`src/rtl/mips_isa_pkg.sv`:
```
// MIPS instruction-format codes, field bit positions and loader states
// shared by the instruction encoder/loader and the pipeline decoder.
package mips_isa_pkg;

    typedef enum logic [1:0] {
        FMT_R   = 2'd0,
        FMT_I   = 2'd1,
        FMT_J   = 2'd2,
        FMT_RAW = 2'd3
    } fmt_e;

    localparam int OPC_MSB   = 31;
    localparam int OPC_LSB   = 26;
    localparam int RS_MSB    = 25;
    localparam int RS_LSB    = 21;
    localparam int RT_MSB    = 20;
    localparam int RT_LSB    = 16;
    localparam int RD_MSB    = 15;
    localparam int RD_LSB    = 11;
    localparam int SHAMT_MSB = 10;
    localparam int SHAMT_LSB = 6;
    localparam int FUNC_MSB  = 5;
    localparam int FUNC_LSB  = 0;
    localparam int IMM_MSB   = 15;
    localparam int IMM_LSB   = 0;
    localparam int TGT_MSB   = 25;
    localparam int TGT_LSB   = 0;

    typedef enum logic [1:0] {
        ST_IDLE  = 2'd0,
        ST_LOAD  = 2'd1,
        ST_DRAIN = 2'd2,
        ST_DONE  = 2'd3
    } loader_state_e;

endpackage

```
`src/rtl/instr_field_packer.sv`:
```
// Combinational encoder: instruction format plus fields to a 32-bit word.
module instr_field_packer
    import mips_isa_pkg::*;
(
    input  logic [1:0]  i_fmt,
    input  logic [5:0]  i_opcode,
    input  logic [4:0]  i_rs,
    input  logic [4:0]  i_rt,
    input  logic [4:0]  i_rd,
    input  logic [4:0]  i_shamt,
    input  logic [5:0]  i_func,
    input  logic [15:0] i_immed,
    input  logic [25:0] i_target,
    input  logic [31:0] i_raw,
    output logic [31:0] o_word
);

    always_comb begin
        o_word = '0;
        unique case (fmt_e'(i_fmt))
            FMT_R: begin
                o_word[OPC_MSB:OPC_LSB]     = i_opcode;
                o_word[RS_MSB:RS_LSB]       = i_rs;
                o_word[RT_MSB:RT_LSB]       = i_rt;
                o_word[RD_MSB:RD_LSB]       = i_rd;
                o_word[SHAMT_MSB:SHAMT_LSB] = i_shamt;
                o_word[FUNC_MSB:FUNC_LSB]   = i_func;
            end
            FMT_I: begin
                o_word[OPC_MSB:OPC_LSB] = i_opcode;
                o_word[RS_MSB:RS_LSB]   = i_rs;
                o_word[RT_MSB:RT_LSB]   = i_rt;
                o_word[IMM_MSB:IMM_LSB] = i_immed;
            end
            FMT_J: begin
                o_word[OPC_MSB:OPC_LSB] = i_opcode;
                o_word[TGT_MSB:TGT_LSB] = i_target;
            end
            FMT_RAW: begin
                o_word = i_raw;
            end
        endcase
    end

endmodule

```
`src/rtl/instr_encoder_loader.sv`:
```
// Encodes instruction descriptors and writes them sequentially into IMEM,
// holding the core stalled until the program is fully loaded.
module instr_encoder_loader
    import mips_isa_pkg::*;
#(
    parameter int ADDR_W = 8,
    parameter int DEPTH  = 256
) (
    input  logic              clk,
    input  logic              reset,
    input  logic              start,
    input  logic              in_valid,
    output logic              in_ready,
    input  logic [1:0]        fmt,
    input  logic [5:0]        opcode,
    input  logic [4:0]        rs,
    input  logic [4:0]        rt,
    input  logic [4:0]        rd,
    input  logic [4:0]        shamt,
    input  logic [5:0]        func,
    input  logic [15:0]       immed,
    input  logic [25:0]       target,
    input  logic [31:0]       raw,
    input  logic              last,
    output logic              imem_we,
    output logic [ADDR_W-1:0] imem_addr,
    output logic [31:0]       imem_wdata,
    output logic              core_hold,
    output logic              done,
    output logic [ADDR_W:0]   count,
    output logic              overflow
);

    localparam logic [ADDR_W-1:0] LAST_ADDR = ADDR_W'(DEPTH - 1);

    loader_state_e     r_state;
    loader_state_e     w_next;
    logic [ADDR_W-1:0] r_ptr;
    logic [ADDR_W:0]   r_count;
    logic              r_ovf;
    logic              r_we;
    logic [ADDR_W-1:0] r_addr;
    logic [31:0]       r_wdata;
    logic              r_in_ready;
    logic              r_core_hold;
    logic              r_done;
    logic [31:0]       w_word;
    logic              w_hs;
    logic              w_at_end;
    logic              w_clear;

    instr_field_packer u_packer (
        .i_fmt    (fmt),
        .i_opcode (opcode),
        .i_rs     (rs),
        .i_rt     (rt),
        .i_rd     (rd),
        .i_shamt  (shamt),
        .i_func   (func),
        .i_immed  (immed),
        .i_target (target),
        .i_raw    (raw),
        .o_word   (w_word)
    );

    assign w_hs     = in_valid && (r_state == ST_LOAD);
    assign w_at_end = (r_ptr == LAST_ADDR);
    assign w_clear  = (r_state == ST_IDLE) ||
                      ((r_state == ST_DONE) && start);

    always_ff @(posedge clk or posedge reset) begin
        if (reset) begin
            r_state <= ST_IDLE;
        end else begin
            r_state <= w_next;
        end
    end

    always_comb begin
        w_next = r_state;
        unique case (r_state)
            ST_IDLE: begin
                if (start) w_next = ST_LOAD;
            end
            ST_LOAD: begin
                if (w_hs && (last || w_at_end)) w_next = ST_DRAIN;
            end
            ST_DRAIN: begin
                w_next = ST_DONE;
            end
            ST_DONE: begin
                if (start) w_next = ST_LOAD;
            end
        endcase
    end

    // Status outputs are registered from the next state so they line up
    // with the state they describe.
    always_ff @(posedge clk or posedge reset) begin
        if (reset) begin
            r_in_ready  <= 1'b0;
            r_core_hold <= 1'b1;
            r_done      <= 1'b0;
        end else begin
            r_in_ready  <= (w_next == ST_LOAD);
            r_core_hold <= (w_next != ST_DONE);
            r_done      <= (w_next == ST_DONE);
        end
    end

    always_ff @(posedge clk or posedge reset) begin
        if (reset) begin
            r_we    <= 1'b0;
            r_addr  <= '0;
            r_wdata <= '0;
            r_ptr   <= '0;
            r_count <= '0;
            r_ovf   <= 1'b0;
        end else begin
            r_we <= w_hs;
            if (w_hs) begin
                r_addr  <= r_ptr;
                r_wdata <= w_word;
                r_ptr   <= r_ptr + 1'b1;
                r_count <= r_count + 1'b1;
                if (w_at_end && !last) r_ovf <= 1'b1;
            end else if (w_clear) begin
                r_ptr   <= '0;
                r_count <= '0;
                r_ovf   <= 1'b0;
            end
        end
    end

    assign in_ready   = r_in_ready;
    assign imem_we    = r_we;
    assign imem_addr  = r_addr;
    assign imem_wdata = r_wdata;
    assign core_hold  = r_core_hold;
    assign done       = r_done;
    assign count      = r_count;
    assign overflow   = r_ovf;

endmodule

```
`config.mk`:
```
export PLATFORM = sky130hd
export DESIGN_NAME = instr_encoder_loader
export DESIGN_NICKNAME = d
export VERILOG_FILES = /design/src/rtl/mips_isa_pkg.sv /design/src/rtl/instr_field_packer.sv /design/src/rtl/instr_encoder_loader.sv
export SDC_FILE = /design/constraint.sdc
export NUM_CORES = 1
export LEC_CHECK = 0
export CORE_UTILIZATION = 44
export DETAILED_ROUTE_END_ITERATION = 7
export PLACE_DENSITY = 0.85
export SYNTH_ARGS = -nofsm -noshare
export SYNTH_HDL_FRONTEND = slang
export SYNTH_HIERARCHICAL = 1
export SYNTH_SLANG_ARGS = --single-unit
```
`constraint.sdc`:
```
create_clock -name clk -period 4.5 [get_ports clk]
set_input_delay 0.9 -clock clk [delete_from_list [all_inputs] [get_ports clk]]
set_output_delay 0.9 -clock clk [all_outputs]
set_load 0.02 [all_outputs]
```
# After elaboration in Yosys (flattened, before gate mapping)
# Index checks and enable logic that the tools add are counted.
# Widths: inputs -> output; s select.
# word_totals
reg_bits,64
romBits,0
in_bits,113
latchBits,0
ramBits,0
memories,0
output_inout_bits,54
# op_classes
n_addsub,2
mul,0
reduce_logical,12
muxes,11
magnitude_cmp,0
shift,0
n_div,0
eq_ne,11
bitwise_logic,0
# op_table
op,n
$pmux 32 s4,1
$mux 9,2
$mux 8,2
$eq 2x2->1 const B,5
$add 9x1->9 const B,1
$add 8x1->8 const B,1
$eq 8x8->1 const B,1
$eq 2x1->1 const B,3
$pmux 2 s3,1
$logic_and 1x1->1,4
$logic_not 2->1,2
$mux 2,2
$mux 1,3
$logic_or 1x1->1,2
$ne 2x1->1 const B,1
$ne 2x2->1 const B,1
$reduce_and 2->1,1
$reduce_bool 2->1,1
$reduce_or 2->1,1
$logic_not 1->1,1

# Depth between registers and ports, before layout
# logic_depth
depth_word,6
ltp_mapped,8

# Hierarchy
# Netlist, hierarchy kept.
# by_module_without_submodules
module,area_per_inst_um2,cells_per_inst,seq_area_each_um2,n_inst
instr_encoder_loader,2643.8,281,1602.8,1
instr_field_packer,704.4,60,0.0,1

# Worst setup path before layout
# OpenSTA, ideal clock, no wires.
# synth_path
kind,input-to-reg
startpoint,in fmt[0]
endpoint,"reg r_wdata[10], in the netlist imem_wdata[10]"
cell_stages,5
slack_ns,2.617
t_arrival_ns,1.766
setup_ns,0.117
required_ns,4.383
cell_sequence,buf_6 buf_12 mux4_2 nand2_1 nand2_1
# synth_between
elab_chain_cells,2
word_cells_on_any_way,5
cone_classes,eq/ne: 3; mux: 1; reduce/logical: 1
# synth_rtl
element,line,source
start: declaration,instr_encoder_loader.sv:14,"input logic [1:0] fmt,"
"$eq 2x2->1, or another cell as far along",instr_field_packer.sv:20,unique case (fmt_e'(i_fmt))
$pmux 32 s4 (*),instr_field_packer.sv:20,
net w_word[10],instr_encoder_loader.sv:47,logic [31:0] w_word;
end signal: assignment,instr_encoder_loader.sv:123,r_wdata <= w_word;
end: declaration,instr_encoder_loader.sv:43,logic [31:0] r_wdata;
# Mark *: on every way through the listed nets, which the timed path passes. The rest lies on a longest branch.
# A chain may end at the register's enable or synchronous reset.

# Worst setup path after layout
# layout_path
startpoint,in in_valid
endpoint,"reg r_count[6], in the netlist count[6]"
# layout_between
elab_chain_cells,2
word_cells_on_any_way,3
cone_classes,mux: 1; reduce/logical: 2
# layout_rtl
element,line,source
start: declaration,instr_encoder_loader.sv:12,"input logic in_valid,"
$logic_and 1x1->1 (*),instr_encoder_loader.sv:66,assign w_hs = in_valid && (r_state == ST_LOAD);
$mux 9 or $reduce_bool 2->1 (tied branches),--,
end signal: assignment,instr_encoder_loader.sv:125,r_count <= r_count + 1'b1;
end: declaration,instr_encoder_loader.sv:39,logic [ADDR_W:0] r_count;
# Mark *: on every way between the ends. The rest lies on a longest branch, timed or not.

==> summary.md <==
| Metric | Value |
|---|---|
| Status | completed |
| Die area | 7960 um^2 |
| Clk pin slew, worst setup/hold paths | roughly 80 ps |
| Vias | between 3000 and 4000 |
| Ys Warns | 6 |
| Rows | 31 |
| Number of max-cap violations | 0 |
| Hold Path Class | reg2reg |
| Initial antenna violation count | 0 |
| GP Congestion | 0.805 |
| GR Util met1 | 0.266 |
| Root Buffer Master | clkbuf_8 |
| WL/cell | between 10 and 15 um |
| Area of the multi-input gates | 1620 um^2 |
| Most common cell after layout, fill and taps aside | clkdlybuf4s50_1 |
| GRT Residual Overflow | 0 |
| CTS tree | yes |
| Distinct cell type count after synthesis | 38 |
| Internal power | 0.00164 W |
| First-pass GRT wire length | 13900 um |
| Measured slew at the worst slew-check pin | 873 ps |
| Final Non-Filler Cells | 609 |
| Critical path required time | 4710 ps |
| DRC errors left | 0 |
| Final setup violation count | 0 |
| Htree depth | 3 |
| Synth-to-layout area growth | 57.9% |
| Largest net degree at the start of global routing | between 40 and 50 |
| Nets@finish | 625 |
| Final-layout fill cell count | 553 |
| Total CTS buffers | 9 |
| Register area | roughly 1600 um^2 |
| Worst setup SP type | input port |
| Final hold viol count | 0 |
| Syn nets | 461 |
| Initial Utilization | 0.459 |
| Met2 usage | 0.409 |
| Register bit total from synthesis | 64 |
| Sequential Power Share | 0.337 |
| Setup slack at placement | roughly 1500 ps |
| Register area share after synthesis | 0.479 |
| Mean Syn Cell Area | roughly 9.8 um^2 |
| WL final | ~8800 um |
| Setup crit start | in_valid |
| Clk pwr share | 0.216 |
| Critical path class | in2reg |
| Crit end category | flop |
| Clk sinks | between 60 and 70 |
| Vias in the first global route | 2982 |
| Fmax | ~0.38 GHz |
| Die width | 89.2 um |
| Resized cells post-CTS | 0 |
| Slew Viols, Final | 0 |
| Post-synthesis cell area | 3350 um^2 |
| Total core area | 7290 um^2 |
| Cts hold-fix bufs | 0 |
| Critical-path maximum fanout | 29 |
| Routed Antenna Nets | 0 |
| Placed cell area | 5060 um^2 |
| Port bufs | 166 |
| Post-synth ARST share | 1.00 |
| Final Worst Setup Slack | 1880 ps |
| Setup TNS | 0 ps |
| PwrDens | approximately 500 nW/um^2 |
| Share of cells above drive strength 1 | 0.0902 |
| Detailed placement HPWL | 6580 um |
| Post-CTS setup buffer count | 0 |
| Post-layout min period | 2620 ps |
| Hold wc startpoint | imem_addr[7] |
| Switching share of power | 0.372 |
| GR Layer Usage met3 | 0.0600 |
| Worst EP arrival | 2830 ps |
| CTS Buffer Depth | 2 |
| Busiest grt layer | met2 |
| RSZ-0062 raised after global routing | no |
| Antenna Cells | 0 |
| DRT iter0 DRCs | between 100 and 150 |
| GRT Util Overall | 0.232 |
| Placed insts | 593 |
| I/O pins | 167 |
| Routed vias/inst | between 5 and 6 |
| Slew headroom | 0.416 |
| P_sw | between 0.0009 and 0.001 W |
| Combinational power share | 0.447 |
| Mapped Cells | approximately 340 |
| Clock skew | 9.63 ps |
| Most frequent cells in the layout | clkdlybuf4s50_1, nand2_1, dfrtp_1 |
| Clk_lat worst skew | 340 ps |
| Fin crit share | 0.581 |
| Design area | approximately 5300 um^2 |
| Detailed Routing Iterations Pass 1 | 4 |
| Post-layout util | 0.725 |
| Worst vdd ir | 249 uV |
| Die height | a little under 90 um |
| R2r startpoint | r_state[1] |
| Post-synth EDFFs | 0 |
| Lkg Pwr | about 2.4 nW |
| Dominant synthesized flop cell | dfrtp_1 |
-- critical path, cell delays in order --
cell and delay [ps]:
clkdlybuf4s50_1 470, nand2_2 60, inv_2 370, buf_4 360
nand4_1 270, o211ai_1 270, o31ai_1 100
-- power by group through the flow --
stage / clock network [W] / registers (W) / logic, W
floorplan: 0 / 0.00107 / 0.000432
global placement: 0 / 0.000880 / 0.00114
detailed placement: 0 / 0.000885 / 0.00118
CTS: 0.000570 / 0.000880 / 0.00118
global route: 0.000600 / 0.000901 / 0.00126
finish: 0.000562 / 0.000879 / 0.00116
-- layer usage --
layer,wire [um],up-vias
met5,0,-
met4,169,0
met3,624,16
met2,4650,127
met1,3390,1454
li1,-,1493
-- final timing paths --
kind	end	cells past startpoint	slack [ps]
max	count[6]	7	1880
min	imem_addr[7]	2	480
max reg2reg	count[6]	8	2160
min reg2reg	imem_addr[7]	2	480
max in group asynchronous	count[3]	3	2620
min in group asynchronous	imem_wdata[31]	2	1020
-- sequential cells by signal (all words and copies together) (netlist names) --
signal and count:
in_ready 1, imem_we 1, r_ptr 8, overflow 1
imem_wdata 32, done 1, imem_addr 8, r_state 2
core_hold 1, count 9
-- through the flow --
| stage | total power, W | hold WS, ps |
|---|---|---|
| after floorplan | 0.00150 | 475 |
| after global placement | 0.00202 | 458 |
| after detailed placement | 0.00206 | 462 |
| after CTS | 0.00263 | 481 |
| after global routing | 0.00276 | 490 |
| final | 0.00260 | 478 |
-- cells by family after synthesis --
kind of cell	after synthesis	share of synthesized area
adders and majority gates	7	0.0262
DFF	64	0.479
buffers and inverters	23	0.0381
muxes	35	0.172
and+or+nand+nor	174	0.210
AOI/OAI and AO/OA	36	0.0695
xor gates and xnor gates	2	0.00523
-- synthesized netlist by cell type, types with 3 or more instances --
cell type | count | area, um^2
a21oi_1 | 11 | 55.1
buf_1 | 3 | 11.3
buf_2 | 5 | 25.0
clkbuf_1 | 6 | 22.5
dfrtp_1 | 63 | 1580
ha_1 | 7 | 87.6
inv_1 | 5 | 18.8
mux2_2 | 6 | 67.6
mux2i_1 | 13 | 130
mux4_1 | 5 | 131
mux4_2 | 11 | 248
nand2_1 | 138 | 518
nand3_1 | 4 | 20.0
nand4_1 | 7 | 43.8
nor2_1 | 17 | 63.8
o211ai_1 | 3 | 22.5
o21ai_0 | 11 | 55.1
o31ai_1 | 4 | 30.0
-- cell type report --
| type | instances | share of cell area |
|---|---|---|
| Timing Repair Buffer | 170 | 0.319 |
| Multi-Input combinational cell | 254 | 0.307 |
| Sequential cell | 64 | 0.303 |
| Clock buffer | 10 | 0.0260 |
| Tap cell | 99 | 0.0234 |
| Clock inverter | 6 | 0.0175 |
| Inverter | 6 | 0.00426 |
Note: power is estimated with default switching activity, not from simulation.
